--- config.mk ---
export PLATFORM = sky130hd
export DESIGN_NAME = hash_table_arbiter
export DESIGN_NICKNAME = d
export VERILOG_FILES = /design/src/rtl/hash_table_arbiter_pkg.sv /design/src/rtl/hash_table_arbiter_tag_fifo.sv /design/src/rtl/hash_table_arbiter.sv
export SDC_FILE = /design/constraint.sdc
export NUM_CORES = 1
export LEC_CHECK = 0
export BUFFER_PORTS_ARGS = -buffer_cell sky130_fd_sc_hd__buf_2
export CAP_MARGIN = 20
export CORE_AREA = 2 2 97 99
export CTS_CLUSTER_SIZE = 12
export DETAILED_ROUTE_END_ITERATION = 12
export DIE_AREA = 0 0 99 101
export GPL_TIMING_DRIVEN = 0
export PLACE_DENSITY = 0.66
export SLEW_MARGIN = 15
export SYNTH_ARGS = -nofsm -noshare
export SYNTH_HDL_FRONTEND = slang
export SYNTH_SLANG_ARGS = --single-unit
--- constraint.sdc ---
create_clock -name clk -period 4.2 [get_ports clk]
set_clock_uncertainty 0.1 [all_clocks]
set_input_delay 0 -clock clk [delete_from_list [all_inputs] [get_ports clk]]
set_output_delay 0 -clock clk [all_outputs]
set_load 0.02 [all_outputs]
--- src/rtl/hash_table_arbiter_pkg.sv ---
// Shared constants for the hash-table arbiter: default sizing, word layout
// and response status bit positions.
package hash_arb_pkg;

  localparam int NUM_REQ_DEF    = 4;
  localparam int KEY_WIDTH_DEF  = 4;
  localparam int DATA_WIDTH_DEF = 26;
  localparam int TAG_DEPTH_DEF  = 4;

  // Request word is {op[1:0], key, data}; the response word has the same width.
  function automatic int calc_w(input int key_width, input int data_width);
    return 2 + data_width + key_width;
  endfunction

  localparam int W_DEF = calc_w(KEY_WIDTH_DEF, DATA_WIDTH_DEF);

  // Status nibble sits at the top of the response word: {status, 2'b00, read_data}.
  localparam int ST_NO_DELETION_TARGET  = DATA_WIDTH_DEF + 2;
  localparam int ST_NO_WRITE_SPACE      = DATA_WIDTH_DEF + 3;
  localparam int ST_NO_ELEMENT_FOUND    = DATA_WIDTH_DEF + 4;
  localparam int ST_KEY_ALREADY_PRESENT = DATA_WIDTH_DEF + 5;

endpackage

--- src/rtl/hash_table_arbiter_tag_fifo.sv ---
// In-order tag FIFO recording which requester owns each outstanding table
// operation. The head is read combinationally so responses route with no delay.
module tag_fifo #(
  parameter int DEPTH = 4,
  parameter int WIDTH = 2
) (
  input  logic                     clk,
  input  logic                     reset,
  input  logic                     push_i,
  input  logic [WIDTH-1:0]         push_data_i,
  input  logic                     pop_i,
  output logic [WIDTH-1:0]         head_o,
  output logic                     full_o,
  output logic                     empty_o,
  output logic [$clog2(DEPTH):0]   count_o
);

  localparam int AW = $clog2(DEPTH);
  localparam logic [AW:0] FULL_COUNT = (AW+1)'(DEPTH);

  logic [WIDTH-1:0] r_mem [DEPTH];
  logic [AW-1:0]    r_wr_ptr;
  logic [AW-1:0]    r_rd_ptr;
  logic [AW:0]      r_count;
  logic             w_push;
  logic             w_pop;

  // A push while full is dropped here, so a same-cycle pop never frees a slot early.
  assign w_push  = push_i & ~full_o;
  assign w_pop   = pop_i & ~empty_o;
  assign full_o  = (r_count == FULL_COUNT);
  assign empty_o = (r_count == '0);
  assign count_o = r_count;
  assign head_o  = r_mem[r_rd_ptr];

  always_ff @(posedge clk) begin
    if (w_push) begin
      r_mem[r_wr_ptr] <= push_data_i;
    end
  end

  always_ff @(posedge clk or negedge reset) begin
    if (!reset) begin
      r_wr_ptr <= '0;
      r_rd_ptr <= '0;
      r_count  <= '0;
    end else begin
      if (w_push) r_wr_ptr <= r_wr_ptr + 1'b1;
      if (w_pop)  r_rd_ptr <= r_rd_ptr + 1'b1;
      case ({w_push, w_pop})
        2'b10:   r_count <= r_count + 1'b1;
        2'b01:   r_count <= r_count - 1'b1;
        default: r_count <= r_count;
      endcase
    end
  end

endmodule

--- src/rtl/hash_table_arbiter.sv ---
// Round-robin arbiter sharing one hash-table port among NUM_REQ requesters,
// with in-order response routing through a tag FIFO.
module hash_table_arbiter
  import hash_arb_pkg::*;
#(
  parameter int NUM_REQ    = NUM_REQ_DEF,
  parameter int KEY_WIDTH  = KEY_WIDTH_DEF,
  parameter int DATA_WIDTH = DATA_WIDTH_DEF,
  parameter int TAG_DEPTH  = TAG_DEPTH_DEF,
  localparam int W         = calc_w(KEY_WIDTH, DATA_WIDTH),
  localparam int OW        = $clog2(TAG_DEPTH) + 1
) (
  input  logic                 clk,
  input  logic                 reset,
  input  logic [NUM_REQ-1:0]   req_valid_i,
  output logic [NUM_REQ-1:0]   req_ready_o,
  input  logic [NUM_REQ*W-1:0] req_data_i,
  output logic [NUM_REQ-1:0]   rsp_valid_o,
  input  logic [NUM_REQ-1:0]   rsp_ready_i,
  output logic [W-1:0]         rsp_data_o,
  output logic                 tbl_valid_o,
  input  logic                 tbl_ready_i,
  output logic [W-1:0]         tbl_data_o,
  input  logic                 tbl_valid_i,
  output logic                 tbl_ready_o,
  input  logic [W-1:0]         tbl_data_i,
  output logic [OW-1:0]        outstanding_o,
  output logic                 orphan_rsp_o
);

  localparam int IW = $clog2(NUM_REQ);

  logic [W-1:0]  w_req_word [NUM_REQ];
  logic [IW-1:0] r_last;
  logic [IW-1:0] r_lock_idx;
  logic          r_lock;
  logic          r_orphan;
  logic [IW-1:0] w_grant;
  logic [IW-1:0] w_head;
  logic          w_full;
  logic          w_empty;
  logic          w_push;
  logic          w_pop;

  for (genvar gi = 0; gi < NUM_REQ; gi++) begin : g_split
    assign w_req_word[gi] = req_data_i[gi*W +: W];
  end

  // Lowest rotated offset from last_accepted+1 wins; the scan runs downward so it is assigned last.
  always_comb begin
    int idx;
    idx     = 0;
    w_grant = r_lock_idx;
    if (!r_lock) begin
      w_grant = r_last;
      for (int k = NUM_REQ - 1; k >= 0; k--) begin
        idx = int'(r_last) + 1 + k;
        if (idx >= NUM_REQ) idx = idx - NUM_REQ;
        if (req_valid_i[IW'(idx)]) w_grant = IW'(idx);
      end
    end
  end

  // Outputs are gated by reset so every valid/ready drops asynchronously.
  assign tbl_valid_o = reset & req_valid_i[w_grant] & ~w_full;
  assign tbl_data_o  = w_req_word[w_grant];
  assign w_push      = tbl_valid_o & tbl_ready_i;

  assign tbl_ready_o = reset & (w_empty | rsp_ready_i[w_head]);
  assign w_pop       = tbl_valid_i & tbl_ready_o & ~w_empty;
  assign rsp_data_o  = tbl_data_i;

  always_comb begin
    req_ready_o          = '0;
    req_ready_o[w_grant] = w_push;
    rsp_valid_o          = '0;
    rsp_valid_o[w_head]  = reset & ~w_empty & tbl_valid_i;
  end

  assign orphan_rsp_o = r_orphan;

  always_ff @(posedge clk or negedge reset) begin
    if (!reset) begin
      r_last     <= IW'(NUM_REQ - 1);
      r_lock     <= 1'b0;
      r_lock_idx <= '0;
      r_orphan   <= 1'b0;
    end else begin
      if (w_push) begin
        r_last <= w_grant;
        r_lock <= 1'b0;
      end else if (tbl_valid_o) begin
        r_lock     <= 1'b1;
        r_lock_idx <= w_grant;
      end
      if (tbl_valid_i && w_empty) r_orphan <= 1'b1;
    end
  end

  tag_fifo #(
    .DEPTH (TAG_DEPTH),
    .WIDTH (IW)
  ) u_tag_fifo (
    .clk         (clk),
    .reset       (reset),
    .push_i      (w_push),
    .push_data_i (w_grant),
    .pop_i       (w_pop),
    .head_o      (w_head),
    .full_o      (w_full),
    .empty_o     (w_empty),
    .count_o     (outstanding_o)
  );

endmodule

==> impl_results.md, run 1 <==
- CTS clk-pin slew, worst paths: approximately 80 ps
- Max Cap Viol: 0
- Post-DR vias/cell: around 4.6
- Drt wl/cell: ~14 um
- Clock Latency Late Sink: between 200 and 300 ps
- Hold WC Path Type: in2async
- Synth area leader: mux2i_1
- CTS Root Cell: clkbuf_8
- Largest net degree at the start of global routing: 18
- Hold Slack: 89.0 ps
- Crit path max fanout: 9
- WL met1: 3390 um
- Worst setup EP type: flop
- Die height: a little over 100 um
- Commonest non-fill, non-tap cells in the layout: buf_2, mux2i_1, buf_4
- Distinct cells, synth: 43
- Initial DRT Pass Iterations: 4
- Endpoints failing setup: 0
- Sum Neg Setup Slack: 0 ps
- CP required: 4280 ps
- Via Count: ~2,700
- R2R Path End: u_tag_fifo.count_o[2]$_DFFE_PN0P_
- Total Wirelength: 8510 um
- Grt ovf: 0
- Starting Density: about 28%
- Core ar.: about 0.0090 sq mm
- Final Hold Fails: 0
- Post-Syn Area per Cell: between 9 and 10 sq um
- Hpwl dp: 7230 um
- Top post-synthesis cells by area: mux2i_1, dfrtp_1, buf_4, edfxtp_1, mux4_2
- Slowest library cell on the worst path: dfstp_2
- CP peak stage delay: 600 ps
- Sink Count: 21
- Final period util: about four fifths
- Combinational fraction of design power: 80.6%
- Slew at the pin with the worst max-slew slack: approximately 740 ps
- Routability Congestion: 0.861
- Global-route wire length before repair: between 10,000 and 15,000 um
- Sequential element share of the synthesized area: 22.4%
- Leakage power: roughly 2.1 nW
- Design Power: between 0.002 and 0.003 W
- Sw Ratio: about 52%
- Final ANT Viol Nets: 0
- Int Power: approximately 0.0013 W
- Status: completed
- CTS tree: built
- Worst Path Arrival: around 3400 ps
- Most common cell after layout, fill and taps aside: buf_2
- Clk network pwr share: 5.0%
- Met2 wire length: 4510 um
- Clk buf depth: 2
- Vias in the first global route: 2,710
- Row count: 35
- Worst-path cell chain: or2b_2 > o211ai_2 > a221o_1 > or3_1 > and4_1 > buf_6 > inv_1 > ha_1 > inv_1 > fa_1 > xor2_1 > nor2_1 > xor2_1
- Switching power: between 0.001 and 0.0015 W
- Tot GR Track Use: between 15 and 20%
- Critical path depth: 13
- Htree depth: 1
- Mapped Area: ~0.0025 sq mm
- CP Launch Type: flop
- Min Tclk post-route: approximately 3300 ps
- First DRT Iteration DRCs: 39
- Part of the power in registers: ~14%
- Die width: between 90 and 100 um
- Highest metal used: met4
- Fin util: between 40 and 50%
- Register-to-register setup slack: roughly 860 ps
- IO Pins: 250
- Diodes inserted: 0
- FF+latch count, synth: 21
- Peak Freq: about 300 MHz
- Setup CP Type: reg2reg
- Total power density per cell area: a little under 700 mW/mm^2
- Post-Syn Instances: between 200 and 300
- Die Area: ~0.01 sq mm
- Net count, final: around 660
- Reg2reg path depth: 13
- Met3 WL post-DR: 592 um
- Cts bufs inserted: 3
- Share of layout cells above drive strength 1: 57.3%
- Syn Nets: between 400 and 500
- Critical R2R Launch: r_last[0]$_DFFE_PN1P_
- Worst path top cell family by delay: simple AND/OR/NAND/NOR gates
- RSZ-0062 raised after global routing: no
- Final routed DRC violation total: 0
- CP bufs+invs: 3
- Antenna violations before repair: 0
- YS warnings: 0
- I/O Buffers: 217
- Max-slew headroom: between 50 and 60%
- Area Growth Syn to Fin: 51.2%
- Worst IR Drop VDD: approximately 0.27 mV
- Final Max Tran Viols: 0
- Yosys top cell area share: between 30% and 40%
-- power by group through the flow --
| stage | sequential, W | clock, W | combinational [W] |
|---|---|---|---|
| 3_5_place_dp | 0.000383 | 0 | 0.00213 |
| 4_1_cts | 0.000379 | 0.000135 | 0.00214 |
| 6_report | 0.000380 | 0.000130 | 0.00211 |
| 2_1_floorplan | 0.000391 | 0 | 0.00151 |
| 3_3_place_gp | 0.000379 | 0 | 0.00210 |
| 5_1_grt | 0.000391 | 0.000143 | 0.00228 |
-- final cells by class --
class	instances	area (sq um)
fillers	925	5130
multi-input cells	177	1610
repair buffers	220	1120
flip-flops and latches	21	568
plain buffers	45	314
well taps	111	139
inverters	13	48.8
clock buffers	3	41.3
clock inverters	1	5.00
-- cells in the mapped netlist (all sizes together) --
cell type,instances
nor2,7
and4,2
o221ai,2
fa,1
o21a,2
nand2,5
o311ai,1
o221a,1
a21oi,1
o21ai,7
inv,13
nand3,2
buf,42
dfrtp,11
xor2,3
nor3,8
and3,1
or3,2
a221o,1
edfxtp,8
dfstp,2
ha,5
mux2i,99
o211ai,2
xnor2,3
nand4,1
and2,4
mux4,3
a221oi,1
nor4,2
mux2,4
a21o,2
clkbuf,3
or2b,1
nor2b,3
o22a,1
-- worst max path at each step --
stage                               start                                end  slack [ps]
finish              r_last[0]$_DFFE_PN1P_  u_tag_fifo.count_o[2]$_DFFE_PN0P_         860
global placement    r_last[0]$_DFFE_PN1P_  u_tag_fifo.count_o[2]$_DFFE_PN0P_         940
floorplan           r_last[0]$_DFFE_PN1P_  u_tag_fifo.count_o[2]$_DFFE_PN0P_        1100
global route        r_last[0]$_DFFE_PN1P_  u_tag_fifo.count_o[2]$_DFFE_PN0P_         670
detailed placement  r_last[0]$_DFFE_PN1P_  u_tag_fifo.count_o[2]$_DFFE_PN0P_         890
CTS                 r_last[0]$_DFFE_PN1P_  u_tag_fifo.count_o[2]$_DFFE_PN0P_         870
-- worst reg2reg max path: cells and delay by family, from the launching register on --
family	cells	cell delay, ps
and+or+nand+nor	4	840
AOI/OAI and AO/OA	2	500
buffers and inverters	3	350
DFF	1	600
adders and majority gates	2	580
xor gates and xnor gates	2	300
-- metrics by stage --
stage	instances	setup WS [ps]	cell area (sq um)
floorplan	256	1100	2540
global placement	584	941	3770
detailed placement	584	888	3770
CTS	591	869	3840
global route	591	668	3840
finish	591	864	3840
-- sequential cells by signal, summed over array words and instances (netlist names) --
signal	flops
r_lock_idx	2
u_tag_fifo.r_rd_ptr	2
r_lock	1
u_tag_fifo.count_o	3
u_tag_fifo.r_wr_ptr	2
u_tag_fifo.r_mem	8
r_last	2
orphan_rsp_o	1
-- layer usage --
layer  up-vias  track usage [%]
met5         -                0
met4         0             1.26
met3         2             3.19
met2       112             30.2
met1      1241             18.2
li1       1347                -
-- repair_timing --
item / in CTS / in global routing
gates resized for setup: 0 / 0
hold buffers: 3 / 0
hold endpoints to repair: 15 / 0
setup buffers: 0 / 0
-- kinds of logic (layout without fill, tap and decap cells) --
logic type	Yosys count	in the layout	share of synthesized area [%]
buffers and inverters	58	282	14.3
multiplexers	106	106	43.7
flip-flops	21	21	22.4
adder cells (fa/ha/maj)	6	6	3.25
XOR/XNOR	6	6	2.07
AO/OA/AOI/OAI	21	21	6.11
AND/OR/NAND/NOR	38	38	8.22
(Power assumes the default switching activity.)
==> run 2: changes to the inputs <==
- PLACE_DENSITY: 0.66 -> 0.68
- clock period: 4.2 -> 2.9 ns (I/O delays scaled with it)
==> impl_results.md, run 2 (synthesis results as in run 1) <==
- Min Tclk post-route: 2910 ps (was 3340 ps)
- Crit path max fanout: 5 (was 9)
- Share of layout cells above drive strength 1: 59.4% (was 57.3%)
- Reg2reg path depth: 12 (was 13)
- Die height: 101 um (unchanged)
- RSZ-0062 raised after global routing: yes (was no)
- # fillers: 875 (was 925)
- Row count: 35 (unchanged)
- Total Wirelength: 8510 um (about the same)
- Top reg by flops: u_tag_fifo.r_mem (unchanged)
- Max Cap Viol: 0 (unchanged)
- Leakage power: 2.16 nW (was 2.13 nW)
- Core ar.: 0.00898 sq mm (unchanged)
- Sum Neg Setup Slack: -13.1 ps (was 0 ps)
- Worst-path cell chain: or2b_4 > o211ai_2 > a221o_1 > or3_1 > and4_4 > inv_8 > ha_4 > inv_2 > fa_2 > xor2_1 > nor2_1 > xor2_1 (was or2b_2 > o211ai_2 > a221o_1 > or3_1 > and4_1 > buf_6 > inv_1 > ha_1 > inv_1 > fa_1 > xor2_1 > nor2_1 > xor2_1)
- Net count, final: 664 (was 659)
- Final Max Tran Viols: 0 (unchanged)
- Vias in the first global route: 2,658 (was 2,710)
- Die Area: 0.0100 sq mm (unchanged)
- Total power density per cell area: 997 mW/mm^2 (was 683 mW/mm^2)
- IO Pins: 250 (unchanged)
- Sink Count: 21 (unchanged)
- CP Launch Type: flop (unchanged)
- Critical R2R Launch: r_last[0]$_DFFE_PN1P_ (unchanged)
- Drt wl/cell: 14.3 um (was 14.4 um)
- Placed Area: 0.00379 sq mm (was 0.00377 sq mm)
- Cts bufs inserted: 3 (unchanged)
- Final worst setup slack: -13.1 ps (was 864 ps)
- Diodes inserted: 0 (unchanged)
- Die width: 99 um (unchanged)
- Endpoints failing setup: 1 (was 0)
- Slowest library cell on the worst path: dfstp_2 (unchanged)
- FF+latch area: 568 sq um (unchanged)
- Final Hold Fails: 0 (unchanged)
- CTS tree: built (unchanged)
- Failing checks: negative setup slack
- Peak Freq: 343 MHz (was 300 MHz)
- Clock Latency Late Sink: 260 ps (was 250 ps)
- Commonest non-fill, non-tap cells in the layout: buf_2, mux2i_1, buf_4 (unchanged)
- Area of the multi-input gates: 0.00164 sq mm (was 0.00161 sq mm)
- Via Count: 2,721 (was 2,702)
- Worst path most repeated cell: xor2_1
- CP required: 2990 ps (was 4280 ps)
- Register-to-register setup slack: -10 ps (was 860 ps)
- Most common cell after layout, fill and taps aside: buf_2 (unchanged)
- I/O Buffers: 217 (unchanged)
- Final ANT Viol Nets: 0 (unchanged)
- Max-slew headroom: 52.3% (was 50.7%)
- Area Growth Syn to Fin: 54.5% (was 51.2%)
- Final period util: 100% (was 79.4%)
- Starting Density: 28.3% (unchanged)
- Hpwl dp: 7130 um (was 7230 um)
- Worst Path Arrival: 3010 ps (was 3420 ps)
- Design Power: 0.00391 W (was 0.00262 W)
- Htree depth: 1 (unchanged)
- Clk buf depth: 2 (unchanged)
- Status: complete, but fails checks (was completed)
- Number of flip-flops in the largest register: 8 (unchanged)
- Worst IR Drop VDD: 0.422 mV (was 0.275 mV)
- Slew at the pin with the worst max-slew slack: 715 ps (was 739 ps)
- Largest net degree at the start of global routing: 18 (unchanged)
- Finished Cell Area: 0.00393 sq mm (was 0.00384 sq mm)
- CTS clk-pin slew, worst paths: 80 ps (about the same)
- Hold Slack: 86.0 ps (was 89.0 ps)
- Grt ovf: 0 (unchanged)
- Antenna violations before repair: 0 (unchanged)
- Initial DRT Pass Iterations: 4 (unchanged)
- R2R Path End: u_tag_fifo.count_o[2]$_DFFE_PN0P_ (unchanged)
- First DRT Iteration DRCs: 70 (was 39)
- Post-DR vias/cell: 4.57 (about the same)
- Worst setup EP type: flop (unchanged)
- Hold WC Path Type: in2async (unchanged)
- CTS Root Cell: clkbuf_8 (unchanged)
- Tot GR Track Use: 15.7% (was 15.5%)
- Global-route wire length before repair: 12,600 um (was 12,700 um)
- Final routed DRC violation total: 0 (unchanged)
- CP peak stage delay: 580 ps (was 600 ps)
- Routability Congestion: 0.793 (was 0.861)
- Setup CP Type: reg2reg (unchanged)
[run 2: power by group]
part | leakage [nW] | total (W) | internal [W] | switching [W]
Clock | 0.0228 | 0.000194 | 0.0000980 | 0.0000960
Sequential | 0.219 | 0.000564 | 0.000447 | 0.000117
Combinational | 1.92 | 0.00316 | 0.00136 | 0.00180
Total | 2.16 | 0.00391 | 0.00190 | 0.00201
[run 2: how the worst max path moves through the flow]
stage	from	to	slack (ps)	depth (start not counted)
after floorplan	r_last[0]$_DFFE_PN1P_	u_tag_fifo.count_o[2]$_DFFE_PN0P_	-20	13
after global placement	r_last[0]$_DFFE_PN1P_	u_tag_fifo.count_o[2]$_DFFE_PN0P_	-190	13
after detailed placement	r_last[0]$_DFFE_PN1P_	u_tag_fifo.count_o[2]$_DFFE_PN0P_	-220	15
after CTS	r_last[0]$_DFFE_PN1P_	u_tag_fifo.count_o[2]$_DFFE_PN0P_	-60	13
after global routing	r_last[0]$_DFFE_PN1P_	u_tag_fifo.count_o[2]$_DFFE_PN0P_	-140	12
final	r_last[0]$_DFFE_PN1P_	u_tag_fifo.count_o[2]$_DFFE_PN0P_	-10	12
[run 2: metal layers]
layer	vias to the layer above	track usage, %	routed length [um]
li1	1361	-	-
met1	1221	17.4	3250
met2	127	31.1	4630
met3	12	2.15	510
met4	0	3.79	125
met5	-	0	0
[run 2: worst max-delay path, delay by kind of cell, from the launching register on]
kind                       cells  cell delay (ps)
DFF                            1              580
adders and majority gates      2              460
AOI/OAI and AO/OA              2              480
xor gates and xnor gates       2              320
buffers and inverters          2              100
and+or+nand+nor                4              810
[run 2: per-stage QoR]
step	util (%)	std cells	setup WS (ps)
after floorplan	-	256	-22.8
after global placement	42.2	584	-189
final	43.7	596	-13.1
after CTS	43.3	593	-60.5
after global routing	43.7	596	-144
after detailed placement	42.2	584	-217
[run 2: final cells by class]
cell class	count	area share, %
inverters	13	1.53
well taps	111	3.54
flip-flops and latches	21	14.5
clock buffers	4	1.15
plain buffers	43	7.87
repair buffers	227	29.8
multi-input cells	177	41.7
[run 2: repair_timing]
item	in CTS	in global routing
hold buffers	3	0
setup endpoints to repair	22	5
pin swaps	2	4
gates resized for setup	4	6
endpoints found under the hold margin	15	0
buffers inserted	3	4
==> run 3: changes to the inputs <==
- CORE_AREA: 2 2 97 99 -> 2 2 96 98
- DIE_AREA: 0 0 99 101 -> 0 0 98 100
- PLACE_DENSITY: 0.68 -> default
- PLACE_DENSITY_LB_ADDON: default -> 0.15
- clock period: 2.9 -> 3.5 ns (I/O delays scaled with it)
==> impl_results.md, run 3 (synthesis results as in run 1) <==
- I/O Buffers: 217 (unchanged)
- Pre-CTS setup slack: 85.8 ps (was -217 ps)
- CTS tree: built (unchanged)
- Core ar.: 0.00889 sq mm (was 0.00898 sq mm)
- Area Growth Syn to Fin: 51.6% (was 54.5%)
- Combinational fraction of design power: 80.1% (was 80.6%)
- Drt wl/cell: 14.7 um (was 14.3 um)
- Min Tclk post-route: 3290 ps (was 2910 ps)
- Vias in the first global route: 2,675 (was 2,658)
- Slew at the pin with the worst max-slew slack: 733 ps (was 715 ps)
- Final Hold Fails: 0 (unchanged)
- Die Area: 0.00980 sq mm (was 0.0100 sq mm)
- Worst setup EP type: flop (unchanged)
- Diodes inserted: 0 (unchanged)
- Final ANT Viol Nets: 0 (unchanged)
- Sum Neg Setup Slack: 0 ps (was -13.1 ps)
- Routability Congestion: 0.873 (was 0.793)
- Leakage power: 2.13 nW (was 2.16 nW)
- Via Count: 2,641 (was 2,721)
- Sw Ratio: 51.5% (was 51.4%)
- Max Cap Viol: 0 (unchanged)
- Most common cell after layout, fill and taps aside: buf_2 (unchanged)
- Int Power: 0.00152 W (was 0.00190 W)
- Status: completed (was complete, but fails checks)
- Cts bufs inserted: 3 (unchanged)
- Initial DRT Pass Iterations: 4 (unchanged)
- Row count: 35 (unchanged)
- Number of flip-flops in the largest register: 8 (unchanged)
- Hpwl dp: 7610 um (was 7130 um)
- Global-route wire length before repair: 13,000 um (was 12,600 um)
- Endpoints failing setup: 0 (was 1)
- Crit path max fanout: 9 (was 5)
- Reg2reg path depth: 13 (was 12)
- Share of layout cells above drive strength 1: 57.9% (was 59.4%)
- CTS Root Cell: clkbuf_8 (unchanged)
- Tot GR Track Use: 16.4% (was 15.7%)
- Die height: 100 um (was 101 um)
- Hold WC Path Type: in2async (unchanged)
- Max-slew headroom: 51.1% (was 52.3%)
- CP required: 3590 ps (was 2990 ps)
- Switching power: 0.00162 W (was 0.00201 W)
- Clock Latency Late Sink: 250 ps (was 260 ps)
- Htree depth: 1 (unchanged)
- First DRT Iteration DRCs: 38 (was 70)
- CP Launch Type: flop (unchanged)
- Final period util: 93.9% (was 100%)
- IO Pins: 250 (unchanged)
- Worst IR Drop VDD: 0.395 mV (was 0.422 mV)
- Final worst setup slack: 214 ps (was -13.1 ps)
- Antenna violations before repair: 0 (unchanged)
- Sink Count: 21 (unchanged)
- Grt ovf: 0 (unchanged)
- Post-DR vias/cell: 4.47 (was 4.57)
- Peak Freq: 304 MHz (was 343 MHz)
- Largest net degree at the start of global routing: 18 (unchanged)
- Part of the power in registers: 14.9% (was 14.4%)
- Clk buf depth: 2 (unchanged)
- R2R Path End: u_tag_fifo.count_o[2]$_DFFE_PN0P_ (unchanged)
- CTS clk-pin slew, worst paths: 80 ps (about the same)
- Clk network pwr share: 5.0% (about the same)
- Starting Density: 28.6% (was 28.3%)
- Final Max Tran Viols: 0 (unchanged)
- Final routed DRC violation total: 0 (unchanged)
- Total Wirelength: 8680 um (was 8510 um)
- Register-to-register setup slack: 210 ps (was -10 ps)
- Commonest non-fill, non-tap cells in the layout: buf_2, mux2i_1, buf_4 (unchanged)
- Setup CP Type: reg2reg (unchanged)
- Die width: 98 um (was 99 um)
- Net count, final: 659 (was 664)
- Total power density per cell area: 813 mW/mm^2 (was 997 mW/mm^2)
- Critical R2R Launch: r_last[0]$_DFFE_PN1P_ (unchanged)
- RSZ-0062 raised after global routing: no (was yes)
- Worst Path Arrival: 3370 ps (was 3010 ps)
- Top reg by flops: u_tag_fifo.r_mem (unchanged)
==> run 3: stage by stage <==
stage               hold slack (ps)  cells  power (W)  util [%]  area [sq um]
floorplan                      -396    256    0.00228         -          2540
global placement               -165    584    0.00300      42.4          3770
detailed placement             -155    584    0.00301      42.4          3770
finish                         94.1    591    0.00313      43.3          3850
CTS                            99.9    591    0.00317      43.2          3840
global route                    120    591    0.00337      43.3          3850
==> run 3: repair_timing <==
item,CTS,global route
endpoints found under the hold margin,15,0
setup endpoints to repair,0,1
gates resized for setup,0,2
setup buffers,0,1
hold buffers,3,0
==> run 3: final cells by class <==
class | instances | area, sq um
Clock inverter | 1 | 5.00
Inverter | 13 | 56.3
Sequential cell | 21 | 568
Buffer | 44 | 310
Multi-Input combinational cell | 177 | 1610
Clock buffer | 3 | 41.3
Tap cell | 111 | 139
Timing Repair Buffer | 221 | 1120
Fill cell | 934 | 5040
==> run 3: metal layers <==
layer  part of all wire, %  routed length, um  vias up  global-route usage (%)
li1                      -                  -     1344                       -
met1                    39               3350     1183                    19.4
met2                    51               4450      112                    29.7
met3                   9.9                856        2                    5.78
met4                  0.22                 19        0                    1.60
met5                     0                  0        -                       0
==> run 3: how the worst max path moves through the flow <==
stage	from	to	slack [ps]
finish	r_last[0]$_DFFE_PN1P_	u_tag_fifo.count_o[2]$_DFFE_PN0P_	210
global route	r_last[0]$_DFFE_PN1P_	u_tag_fifo.count_o[2]$_DFFE_PN0P_	30
CTS	r_last[0]$_DFFE_PN1P_	u_tag_fifo.count_o[2]$_DFFE_PN0P_	50
detailed placement	r_last[0]$_DFFE_PN1P_	u_tag_fifo.count_o[2]$_DFFE_PN0P_	90
global placement	r_last[0]$_DFFE_PN1P_	u_tag_fifo.count_o[2]$_DFFE_PN0P_	70
floorplan	r_last[0]$_DFFE_PN1P_	u_tag_fifo.count_o[2]$_DFFE_PN0P_	400
==> run 3: power by group through the flow <==
stage / clock network (W) / logic (W) / registers (W)
2_1_floorplan: 0 / 0.00181 / 0.000469
4_1_cts: 0.000160 / 0.00256 / 0.000455
6_report: 0.000156 / 0.00251 / 0.000468
5_1_grt: 0.000176 / 0.00271 / 0.000488
3_3_place_gp: 0 / 0.00254 / 0.000458
3_5_place_dp: 0 / 0.00255 / 0.000460
==> run 3: worst max-delay path: stages, from the launching register on <==
cell and delay, ps:
dfstp_2 610, or2b_2 160, o211ai_2 100, a221o_1 380, or3_1 340, and4_1 230
buf_6 150, clkinvlp_4 120, ha_1 190, inv_1 60, fa_1 370, xor2_1 150
nor2_1 110, xor2_1 150
